File: src/rtl/aes_stream_pkg.sv
// Shared constants and types for the AES word/block stream path.
// Used by both the input-side stacker and the output-side unstacker.
package aes_stream_pkg;

    localparam int WORD_W          = 32;
    localparam int BLOCK_W         = 128;
    localparam int WORDS_PER_BLOCK = 4;

    typedef logic [WORD_W-1:0]  word_t;
    typedef logic [BLOCK_W-1:0] block_t;

endpackage : aes_stream_pkg

File: src/rtl/block_unstacker.sv
// Serialises one AES result block into NUM_WORDS words, most-significant word first.
// A new block is accepted on the same edge that the last word of the current block is taken.
module block_unstacker #(
    parameter int WORD_W    = aes_stream_pkg::WORD_W,
    parameter int NUM_WORDS = aes_stream_pkg::WORDS_PER_BLOCK
) (
    input  logic                        clk_i,
    input  logic                        rst_i,
    input  logic                        clr_i,
    input  logic                        enable_i,
    input  logic                        valid_i,
    output logic                        ready_o,
    input  logic [WORD_W*NUM_WORDS-1:0] block_i,
    output logic                        valid_o,
    input  logic                        ready_i,
    output logic [WORD_W-1:0]           word_o,
    output logic                        last_o
);

    localparam int BLOCK_W = WORD_W * NUM_WORDS;
    localparam int CNT_W   = (NUM_WORDS > 1) ? $clog2(NUM_WORDS) : 1;
    localparam logic [CNT_W-1:0] LAST_IDX = CNT_W'(NUM_WORDS - 1);

    logic [BLOCK_W-1:0] hold_q, hold_d;
    logic [CNT_W-1:0]   cnt_q,  cnt_d;
    logic               full_q, full_d;

    logic on_last;
    logic take;
    logic accept;

    assign on_last = (cnt_q == LAST_IDX);
    assign valid_o = full_q & enable_i;
    assign last_o  = valid_o & on_last;
    assign take    = valid_o & ready_i;

    // Ready is held low while reset or clear is active so upstream never sees a phantom accept.
    assign ready_o = enable_i & ~clr_i & ~rst_i & (~full_q | (on_last & ready_i));
    assign accept  = valid_i & ready_o;

    always_comb begin
        word_o = '0;
        for (int i = 0; i < NUM_WORDS; i++) begin
            if (cnt_q == CNT_W'(i)) begin
                word_o = hold_q[(NUM_WORDS-1-i)*WORD_W +: WORD_W];
            end
        end
    end

    always_comb begin
        hold_d = hold_q;
        cnt_d  = cnt_q;
        full_d = full_q;
        if (clr_i) begin
            hold_d = '0;
            cnt_d  = '0;
            full_d = 1'b0;
        end else if (enable_i) begin
            if (take && !on_last) begin
                cnt_d = cnt_q + 1'b1;
            end else if (take && accept) begin
                hold_d = block_i;
                cnt_d  = '0;
            end else if (take) begin
                // Scrub the drained block so stale data never lingers in the holding register.
                hold_d = '0;
                cnt_d  = '0;
                full_d = 1'b0;
            end else if (accept) begin
                hold_d = block_i;
                cnt_d  = '0;
                full_d = 1'b1;
            end
        end
    end

    always_ff @(posedge clk_i or posedge rst_i) begin
        if (rst_i) begin
            hold_q <= '0;
            cnt_q  <= '0;
            full_q <= 1'b0;
        end else begin
            hold_q <= hold_d;
            cnt_q  <= cnt_d;
            full_q <= full_d;
        end
    end

endmodule : block_unstacker
File: config.mk
export PLATFORM = sky130hd
export DESIGN_NAME = block_unstacker
export DESIGN_NICKNAME = d
export VERILOG_FILES = /design/src/rtl/aes_stream_pkg.sv /design/src/rtl/block_unstacker.sv
export SDC_FILE = /design/constraint.sdc
export NUM_CORES = 1
export LEC_CHECK = 0
export CORE_ASPECT_RATIO = 1.1
export CORE_MARGIN = 8
export CORE_UTILIZATION = 45
export DETAILED_ROUTE_END_ITERATION = 8
export DONT_BUFFER_PORTS = 1
export PLACE_DENSITY = 0.67
export SYNTH_ARGS = -nofsm -noshare
export SYNTH_HDL_FRONTEND = slang
export SYNTH_SLANG_ARGS = --single-unit
File: constraint.sdc
create_clock -name clk_i -period 4.97 [get_ports clk_i]
set_input_delay 0.497 -clock clk_i [delete_from_list [all_inputs] [get_ports clk_i]]
set_output_delay 0.497 -clock clk_i [all_outputs]
set_load 0.03 [all_outputs]
# --- Yosys cells after proc, flatten, opt, wreduce, memory -nomap -nowiden ---
# Index checks and enable logic that the tools add are counted.
word_totals:
  regBits: 131
  latchBits: 0
  ramBits: 0
  romBits: 0
  inputBits: 134
  elab_cells: 54
  mem_count: 0
op_classes:
  n_addsub: 1
  n_mul: 0
  n_div: 0
  order_cmp: 0
  n_eq_ne: 5
  shifts: 0
  muxes: 22
  n_bitwise: 12
  reduce_logical: 11
op_table:
  columns: ["operator", "count"]
  rows:
  - ["2-to-1 mux 128 bit", 6]
  - ["2-to-1 mux 32 bit", 4]
  - ["2-to-1 mux 2 bit", 6]
  - ["AND 1 bit", 8]
  - ["2-to-1 mux 1 bit", 6]
  - ["nonzero test 5 bit", 1]
  - ["equality test 2 bit (second input constant)", 2]
  - ["inequality test 2 bit (second input constant)", 2]
  - ["AND reduction 4 bit", 1]
  - ["nonzero test 4 bit", 1]
  - ["inverter 1 bit", 3]
  - ["AND reduction 3 bit", 1]
  - ["nonzero test 3 bit", 1]
  - ["adder 2 x 1 -> 2 bit (second input constant)", 1]
  - ["equality test 2 x 1 -> 1 bit (second input constant)", 1]
  - ["logical AND 1 bit", 2]
  - ["zero test 2 bit", 1]
  - ["AND reduction 2 bit", 1]
  - ["nonzero test 2 bit", 1]
  - ["zero test 1 bit", 1]
  - ["bitwise OR 1 bit", 1]

# --- Depth between registers and ports, before layout ---
# Gate-level depths: netlist of the first run.
depth:
  depth_word: 11
  mapped_depth: 7
  depth_no_buf: 5

# --- Least setup slack after synthesis of the first run ---
# No wires, ideal clock.
synth_path:
  path_type: "input-to-output"
  startpoint: "in enable_i"
  endpoint: "out ready_o"
  t_arrival_ns: 1.648
  required_time_ns: 4.473
  path_slack_ns: 2.825
  stages: 5
  path_buffers: 3
  cell_sequence: "inv_2 -> buf_2 -> buf_2 -> buf_2 -> nor4_2"
synth_via:
  elab_chain_cells: 3
synth_rtl:
  columns: ["item", "line_no", "text"]
  rows:
  - ["from (decl)", "block_unstacker.sv:10", "input logic enable_i,"]
  - ["AND 1 bit (3 in series)", "block_unstacker.sv:38", "assign ready_o = enable_i & ~clr_i & ~rst_i & (~full_q | (on_last & ready_i));"]
  - ["to (decl)", "block_unstacker.sv:12", "output logic ready_o,"]
# No other way between the ends.

# --- Worst setup path after layout of the first run ---
layout_path:
  startpoint: "reg cnt_q[0]"
  endpoint: "out word_o[18]"
layout_via:
  elab_chain_cells: 5
  word_cells_on_any_way: 8
  cone_classes: "eq/ne (3); mux (4); reduce/logical (1)"
layout_rtl:
  columns: ["item", "line_no", "text"]
  rows:
  - ["from (decl)", "block_unstacker.sv:25", "logic [CNT_W-1:0] cnt_q, cnt_d;"]
  - ["from (signal assigned)", "block_unstacker.sv:84", "cnt_q <= cnt_d;"]
  - ["zero test 2 bit", "block_unstacker.sv:44", "if (cnt_q == CNT_W'(i)) begin"]
  - ["2-to-1 mux 32 bit (3 in series)", "block_unstacker.sv:44", null]
  - ["2-to-1 mux 32 bit *", "block_unstacker.sv:44", null]
  - ["to (decl)", "block_unstacker.sv:16", "output logic [WORD_W-1:0] word_o,"]
# Every way passes the cells marked *; elsewhere a longest branch is shown, timed or not.

==> reports/results.tsv, run 1 <==
stage	metric	value	unit
routing	wl_per_cell	24.15	um
timing	final.setup.tns	0	ns
pwr	vdd_drop_max	0.2283	mV
logic_synthesis	synth_top_family_by_area	compound AO/OA/AOI/OAI gates	
critical_path	required	4.47	ns
floorplan	ioPinCount	169	
clock_network	cts_tree	built	
global_routing	grt_pass1_wl	48.09	mm
timing	finClkSkew	0.007428	ns
clock_network	clockBufferDepth	2	
logic_synthesis	synth_area	8787	um^2
logic_synthesis	synth_mux_area_frac	0	
outcome	status	completed	
logic_synthesis	synth_edf_count	0	
global_routing	grt_pass1_vias	7910	
place	io_buffers	0	
logic_synthesis	ys_ff_latch	131	
critical_path	cp_data_arrival_time	2.87	ns
timing	max_slew_margin	0.2549	
logic_synthesis	yosys.area.top_type_share	0.3731	
final_layout	layout_commonest_cell	nand3_1	
final_layout	area_delta_synth_final	6.023	%
critical_path	max_stage_delay	0.54	ns
routing	drc_errors	0	
timing	drv_slew	0	
clock_network	cts_root_buffer	clkbuf_16	
floorplan	fp.dieH	162.6	um
logic_synthesis	yosys.cell_types.count	28	
logic_synthesis	synth_nets	1264	
final_layout	layout.nets	1159	
clock_network	cts_setup_buffers	0	
flow_run	max-cap-violations	0	
floorplan	rows	53	
critical_path	cp_slowest_cell	ha_1	
clock_network	clock_latency	0.42	ns
place	post-dp-hpwl	18.75	mm
place	dpl.cell_count	1249	
logic_synthesis	synth.largest_area_cell	dfrtp_1	
clock_network	htreeDepth	4	
critical_path	rrSetupSlack	2.01	ns
clock_network	numCtsBuffers	17	
logic_synthesis	async_flop_share	1.000	
routing	viasPerCell	6.646	
final_layout	drive_gt1_frac	0.05222	
critical_path	critPathLaunchType	flip-flop	
global_routing	track_usage	0.2497	
logic_synthesis	synth_warnings	0	
logic_synthesis	yosysSeqAreaShare	0.3731	
global_routing	grt_max_degree	135	
timing	layout_min_cycle_time	3.367	ns
hold_path	timing.hold.worst.class	input pin to async pin	
floorplan	die_x	149.2	um
routing	vias	8553	
logic_synthesis	synth_compound_area_frac	0.2750	
timing	rsz0062_at_grt	no	
clock_network	hold_buffers	0	
floorplan	initial_core_util	0.4585	
pwr	powerDensity	309.2	nW/um^2
floorplan	core_area	19160	um^2
logic_synthesis	syn_inst	1126	
place	finalWeightedCongestion	0.8448	
timing	tightestPinTransition	1.118	ns
timing	setup_viol_count_final	0	
routing	first_pass_iters	5	
timing	max_freq	297.0	MHz
timing	finalHoldViolations	0	
clock_network	clkTransAtPathRegs	0.06	ns
routing	ant_nets	0	
routing	drt_wl_total	31.08	mm
logic_synthesis	yosys-top-cells-area	dfrtp_1, nand3_1, o211ai_1	
floorplan	design.die.area	24260	um^2
logic_synthesis	synth-simple-area-share	0.2646	
critical_path	worstPathCellList	inv_1, ha_1, buf_4, nand2_1, o21ai_0, a22o_1	
critical_path	crit_path_end_kind	primary output	
critical_path	cp_max_fo	19	
logic_synthesis	synth_ff_type	dfrtp_1	
logic_synthesis	synth_xor_xnor_area_share	0	
final_layout	stdcell_count	1287	
timing	fin_crit_sh	0.6774	
timing	hold_ws	0.1237	ns
final_layout	layout_common_cells	nand3_1, o21ai_0, dfrtp_1	
logic_synthesis	synth-adder-area-share	0.005696	
global_routing	grt_antenna_before_repair	5	
routing	drtIter0Drc	1128	
pwr	p_leak	3.894	nW
clock_network	ctsResizeCount	0	
clock_network	cts_sinks	131	
final_layout	fill_cells	1845	
global_routing	overflow	0	
logic_synthesis	postSynthAreaPerCell	7.804	um^2
critical_path	critical_path_class	flip-flop to primary output	
==> metal layers <==
layer / track usage / vias up / part of all wire
met1: 0.3565 / 4151 / 0.44
met4: 0.1254 / 0 / 0.034
met2: 0.3456 / 473 / 0.44
met3: 0.05559 / 60 / 0.088
met5: 0 / - / 0
li1: - / 3869 / -
==> worst paths after layout <==
path                                      startpoint                      end  depth (start not counted)
worst max-delay path            cnt_q[0]$_DFFE_PP0P_               word_o[18]                          6
worst min-delay path                           rst_i  hold_q[101]$_DFFE_PP0P_                          1
worst max register to register  cnt_q[0]$_DFFE_PP0P_   hold_q[52]$_DFFE_PP0P_                          6
worst min register to register  cnt_q[1]$_DFFE_PP0P_     cnt_q[1]$_DFFE_PP0P_                          2
max in group asynchronous                      rst_i   hold_q[60]$_DFFE_PP0P_                          2
min in group clk_i                             clr_i     cnt_q[1]$_DFFE_PP0P_                          1
==> final cells by class <==
class,instances,area [um^2],share of cell area
Multi-Input combinational cell,822,4848,0.5204
Antenna cell,6,15.01,0.001612
Timing Repair Buffer,13,122.6,0.01316
Tap cell,247,309.0,0.03317
Inverter,36,137.6,0.01477
Clock inverter,9,127.6,0.01370
Sequential cell,131,3278,0.3519
Clock buffer,23,478.0,0.05130
==> flip-flops by register name (all words and copies together), names as in the netlist <==
name	cells
hold_q	128
cnt_q	2
full_q	1
==> worst max-delay path: cells and delay by family (launching register included) <==
| kind | cells | cell delay [ns] |
|---|---|---|
| AOI/OAI and AO/OA | 2 | 0.92 |
| buffers and inverters | 2 | 0.48 |
| and+or+nand+nor | 1 | 0.08 |
| adders and majority gates | 1 | 0.54 |
| DFF | 1 | 0.42 |
==> cell usage after synthesis (4+ instances only) <==
library cell	number
and2b_1	29
nor2b_1	99
buf_1	14
buf_2	52
inv_1	35
o21ai_0	160
a21oi_1	66
ha_1	4
dfrtp_1	131
o211ai_1	130
clkbuf_1	70
nand2_1	32
nand3_1	258
a22o_1	32
==> logic make-up after synthesis <==
family,after synthesis
flip-flops,131
AND/OR/NAND/NOR,427
adder cells (fa/ha/maj),4
AO/OA/AOI/OAI,391
buffers and inverters,173
==> where the power goes <==
group	internal (mW)	total, mW	switching, mW
Clock	0.827	1.32	0.492
Sequential	1.15	1.20	0.0477
Combinational	0.118	0.365	0.247
Total	2.09	2.88	0.787
==> metrics by stage <==
stage | total power, mW | setup WS, ns | area [um^2] | util
after CTS | 2.883 | 1.605 | 9301 | 0.4853
after floorplan | 1.496 | 0.9753 | 8787 | -
final | 2.881 | 1.603 | 9316 | 0.4861
after global placement | 1.569 | 2.087 | 8696 | 0.4537
after detailed placement | 1.574 | 2.071 | 8696 | 0.4537
after global routing | 2.975 | 1.431 | 9314 | 0.4860
(Power assumes the default switching activity.)
==> run 2: changes to the inputs <==
--- a/config.mk
+++ b/config.mk
@@ -10,7 +10,7 @@
 export CORE_UTILIZATION = 45
 export DETAILED_ROUTE_END_ITERATION = 8
 export DONT_BUFFER_PORTS = 1
-export PLACE_DENSITY = 0.67
+export PLACE_DENSITY = 0.69
 export SYNTH_ARGS = -nofsm -noshare
 export SYNTH_HDL_FRONTEND = slang
 export SYNTH_SLANG_ARGS = --single-unit
==> constraint.sdc (replaced) <==
create_clock -name clk_i -period 3 [get_ports clk_i]
set_input_delay 0.3 -clock clk_i [delete_from_list [all_inputs] [get_ports clk_i]]
set_output_delay 0.3 -clock clk_i [all_outputs]
set_load 0.03 [all_outputs]
==> run 2 against run 1 <==
  * Die area unchanged
  * Hold slack worse by 0.12 ns
  * Sequential share of layout area shrank 0.92 points
  * Critical path type unchanged
  * Critical endpoint is now word_o[0]
==> reports/results.tsv, run 2 (same netlist as run 1, synthesis figures left out) <==
stage	metric	value	unit	change
final_layout	drive_gt1_frac	0.06476		was 0.05222
critical_path	crit_family	buffers and inverters		was compound AO/OA/AOI/OAI gates
pwr	p_comb_frac	0.126		was 0.127
clock_network	cts_tree	built		unchanged
clock_network	clock_latency	0.43	ns	was 0.42 ns
pwr	powerDensity	512.6	nW/um^2	was 309.2 nW/um^2
global_routing	grt_max_degree	133		was 135
routing	vias	8430		was 8553
place	placed_cell_area	8907	um^2	was 8696 um^2
critical_path	cp_max_fo	58		was 19
timing	finClkSkew	0.008881	ns	was 0.007428 ns
critical_path	max_stage_delay	0.55	ns	was 0.54 ns
final_layout	fin_area	9565	um^2	was 9316 um^2
routing	top_layer	met4		unchanged
routing	met1_length	12.86	mm	was 13.55 mm
timing	max_freq	378.0	MHz	
critical_path	required	2.70	ns	was 4.47 ns
critical_path	cp_data_arrival_time	2.35	ns	was 2.87 ns
clock_network	numCtsBuffers	17		unchanged
place	io_buffers	0		unchanged
floorplan	fp.dieH	162.6	um	unchanged
clock_network	cts_root_buffer	clkbuf_16		unchanged
pwr	swShare	0.2720		was 0.2731
critical_path	r2r.worst_path.cells	5		was 6
critical_path	cp_num_buf_inv	1		was 2
place	post-dp-hpwl	20.62	mm	was 18.75 mm
routing	wl_per_cell	24.27	um	was 24.15 um
clock_network	htreeDepth	4		unchanged
global_routing	track_usage	0.2576		was 0.2497
outcome	status	completed		unchanged
timing	layout_setup_ws	0.3541	ns	was 1.603 ns
place	finalWeightedCongestion	0.8536		was 0.8448
clock_network	clkTransAtPathRegs	0.07	ns	was 0.06 ns
critical_path	cp_slowest_cell	buf_4		was ha_1
routing	viasPerCell	6.500		was 6.646
critical_path	critical_path_class	flip-flop to primary output		unchanged
pwr	vdd_drop_max	0.4348	mV	was 0.2283 mV
final_layout	largest_reg_flops	128		unchanged
final_layout	regMostFlops	hold_q		unchanged
pwr	p_leak	4.028	nW	was 3.894 nW
global_routing	grt_antenna_before_repair	0		was 5
clock_network	clockBufferDepth	2		unchanged
routing	wl_met2	14.89	mm	was 13.75 mm
routing	drc_errors	0		unchanged
clock_network	cts_setup_buffers	0		unchanged
global_routing	grt_pass1_wl	48.81	mm	was 48.09 mm
floorplan	ioPinCount	169		unchanged
pwr	p_sw	1.334	mW	was 786.6 uW
clock_network	cts_sinks	131		unchanged
final_layout	layout_commonest_cell	nand3_1		unchanged
floorplan	rows	53		unchanged
timing	tightestPinTransition	0.9599	ns	was 1.118 ns
timing	setup_viol_count_final	0		unchanged
timing	finalHoldViolations	0		unchanged
hold_path	timing.hold.worst.class	input pin to flip-flop		was input pin to async pin
final_layout	layout_common_cells	nand3_1, o21ai_0, dfrtp_1		unchanged
place	dpl.cell_count	1262		was 1249
global_routing	grt_pass1_vias	8137		was 7910
floorplan	initial_core_util	0.4585		unchanged
routing	drtIter0Drc	902		was 1128
routing	first_pass_iters	5		unchanged
floorplan	die_x	149.2	um	unchanged
pwr	seq_power_share	0.411		was 0.415
critical_path	crit_path_end_kind	primary output		unchanged
routing	ant_nets	0		unchanged
timing	drv_slew	0		unchanged
critical_path	crit_cells	3		was 6
critical_path	critPathLaunchType	flip-flop		unchanged
critical_path	worstPathCellList	ha_2, buf_4, a22o_1		was inv_1, ha_1, buf_4, nand2_1, o21ai_0, a22o_1
flow_run	max-cap-violations	0		unchanged
final_layout	n_antenna_cell	0		was 6
global_routing	overflow	0		unchanged
pwr	total_power	4.903	mW	was 2.881 mW
timing	final.setup.tns	0	ns	unchanged
timing	fin_crit_sh	0.8820		
pwr	intPower	3.570	mW	was 2.094 mW
final_layout	stdcell_count	1297		was 1287
timing	max_slew_margin	0.3591		was 0.2549
routing	met3_wirelength	2.323	mm	was 2.734 mm
timing	rsz0062_at_grt	no		unchanged
final_layout	layout.nets	1175		was 1159
hold_path	hold_path_depth	2		
final_layout	area_delta_synth_final	8.857	%	was 6.023%
floorplan	design.die.area	24260	um^2	unchanged
floorplan	core_area	19160	um^2	unchanged
routing	drt_wl_total	31.48	mm	was 31.08 mm
pwr	clock_power_share	0.463		was 0.458
place	dp_slack	0.8240	ns	was 2.071 ns
final_layout	top_regs	hold_q: 128 flops, cnt_q: 2 flops, full_q: 1 flops		unchanged
timing	layout_min_cycle_time	2.646	ns	
[run 2: power by group through the flow]
stage | sequential [mW] | combinational, mW | clock [mW]
after global routing | 2.03 | 0.680 | 2.35
after global placement | 2.04 | 0.598 | 0
after detailed placement | 2.04 | 0.610 | 0
final | 2.02 | 0.619 | 2.27
after floorplan | 1.98 | 0.501 | 0
after CTS | 2.01 | 0.619 | 2.28
[run 2: worst register-to-register path, stage by stage, from the launching register on]
cell and delay (ns):
dfrtp_1 0.41, ha_2 0.40, a21bo_4 0.51, buf_4 0.49, nand3_1 0.24, nand3_1 0.12
[run 2: routing by layer]
layer / GRT usage / vias up
met5: 0 / -
li1: - / 3896
met1: 0.3309 / 4117
met2: 0.4004 / 354
met3: 0.05420 / 63
met4: 0.1355 / 0
[run 2: final timing paths]
path                                            from                      end  slack (ns)
worst max-delay path            cnt_q[0]$_DFFE_PP0P_                word_o[0]        0.35
worst min-delay path                    block_i[126]  hold_q[126]$_DFFE_PP0P_       0.008
worst max register to register  cnt_q[0]$_DFFE_PP0P_   hold_q[32]$_DFFE_PP0P_        0.76
worst min register to register  cnt_q[1]$_DFFE_PP0P_     cnt_q[1]$_DFFE_PP0P_        0.62
max in group asynchronous                      rst_i   hold_q[28]$_DFFE_PP0P_        1.76
min in group asynchronous                      rst_i    hold_q[4]$_DFFE_PP0P_        0.46
[run 2: layout make-up]
| class | instances | area [um^2] |
|---|---|---|
| repair buffers | 29 | 362.8 |
| fillers | 1830 | 9599 |
| clock buffers | 22 | 474.2 |
| flip-flops and latches | 131 | 3278 |
| inverters | 36 | 138.9 |
| well taps | 247 | 309.0 |
| clock inverters | 10 | 153.9 |
| multi-input cells | 822 | 4848 |
[run 2: repair_timing]
action,in CTS,in global routing
hold buffers,3,0
endpoints found under the hold margin,28,0
resized for setup,0,0
[run 2: through the flow]
stage                     hold slack (ns)    util
after floorplan                    0.4394       -
after global placement             0.2938  0.4648
after CTS                       0.0002467  0.4991
final                            0.007673  0.4991
after detailed placement           0.2942  0.4648
after global routing             0.007969  0.4991
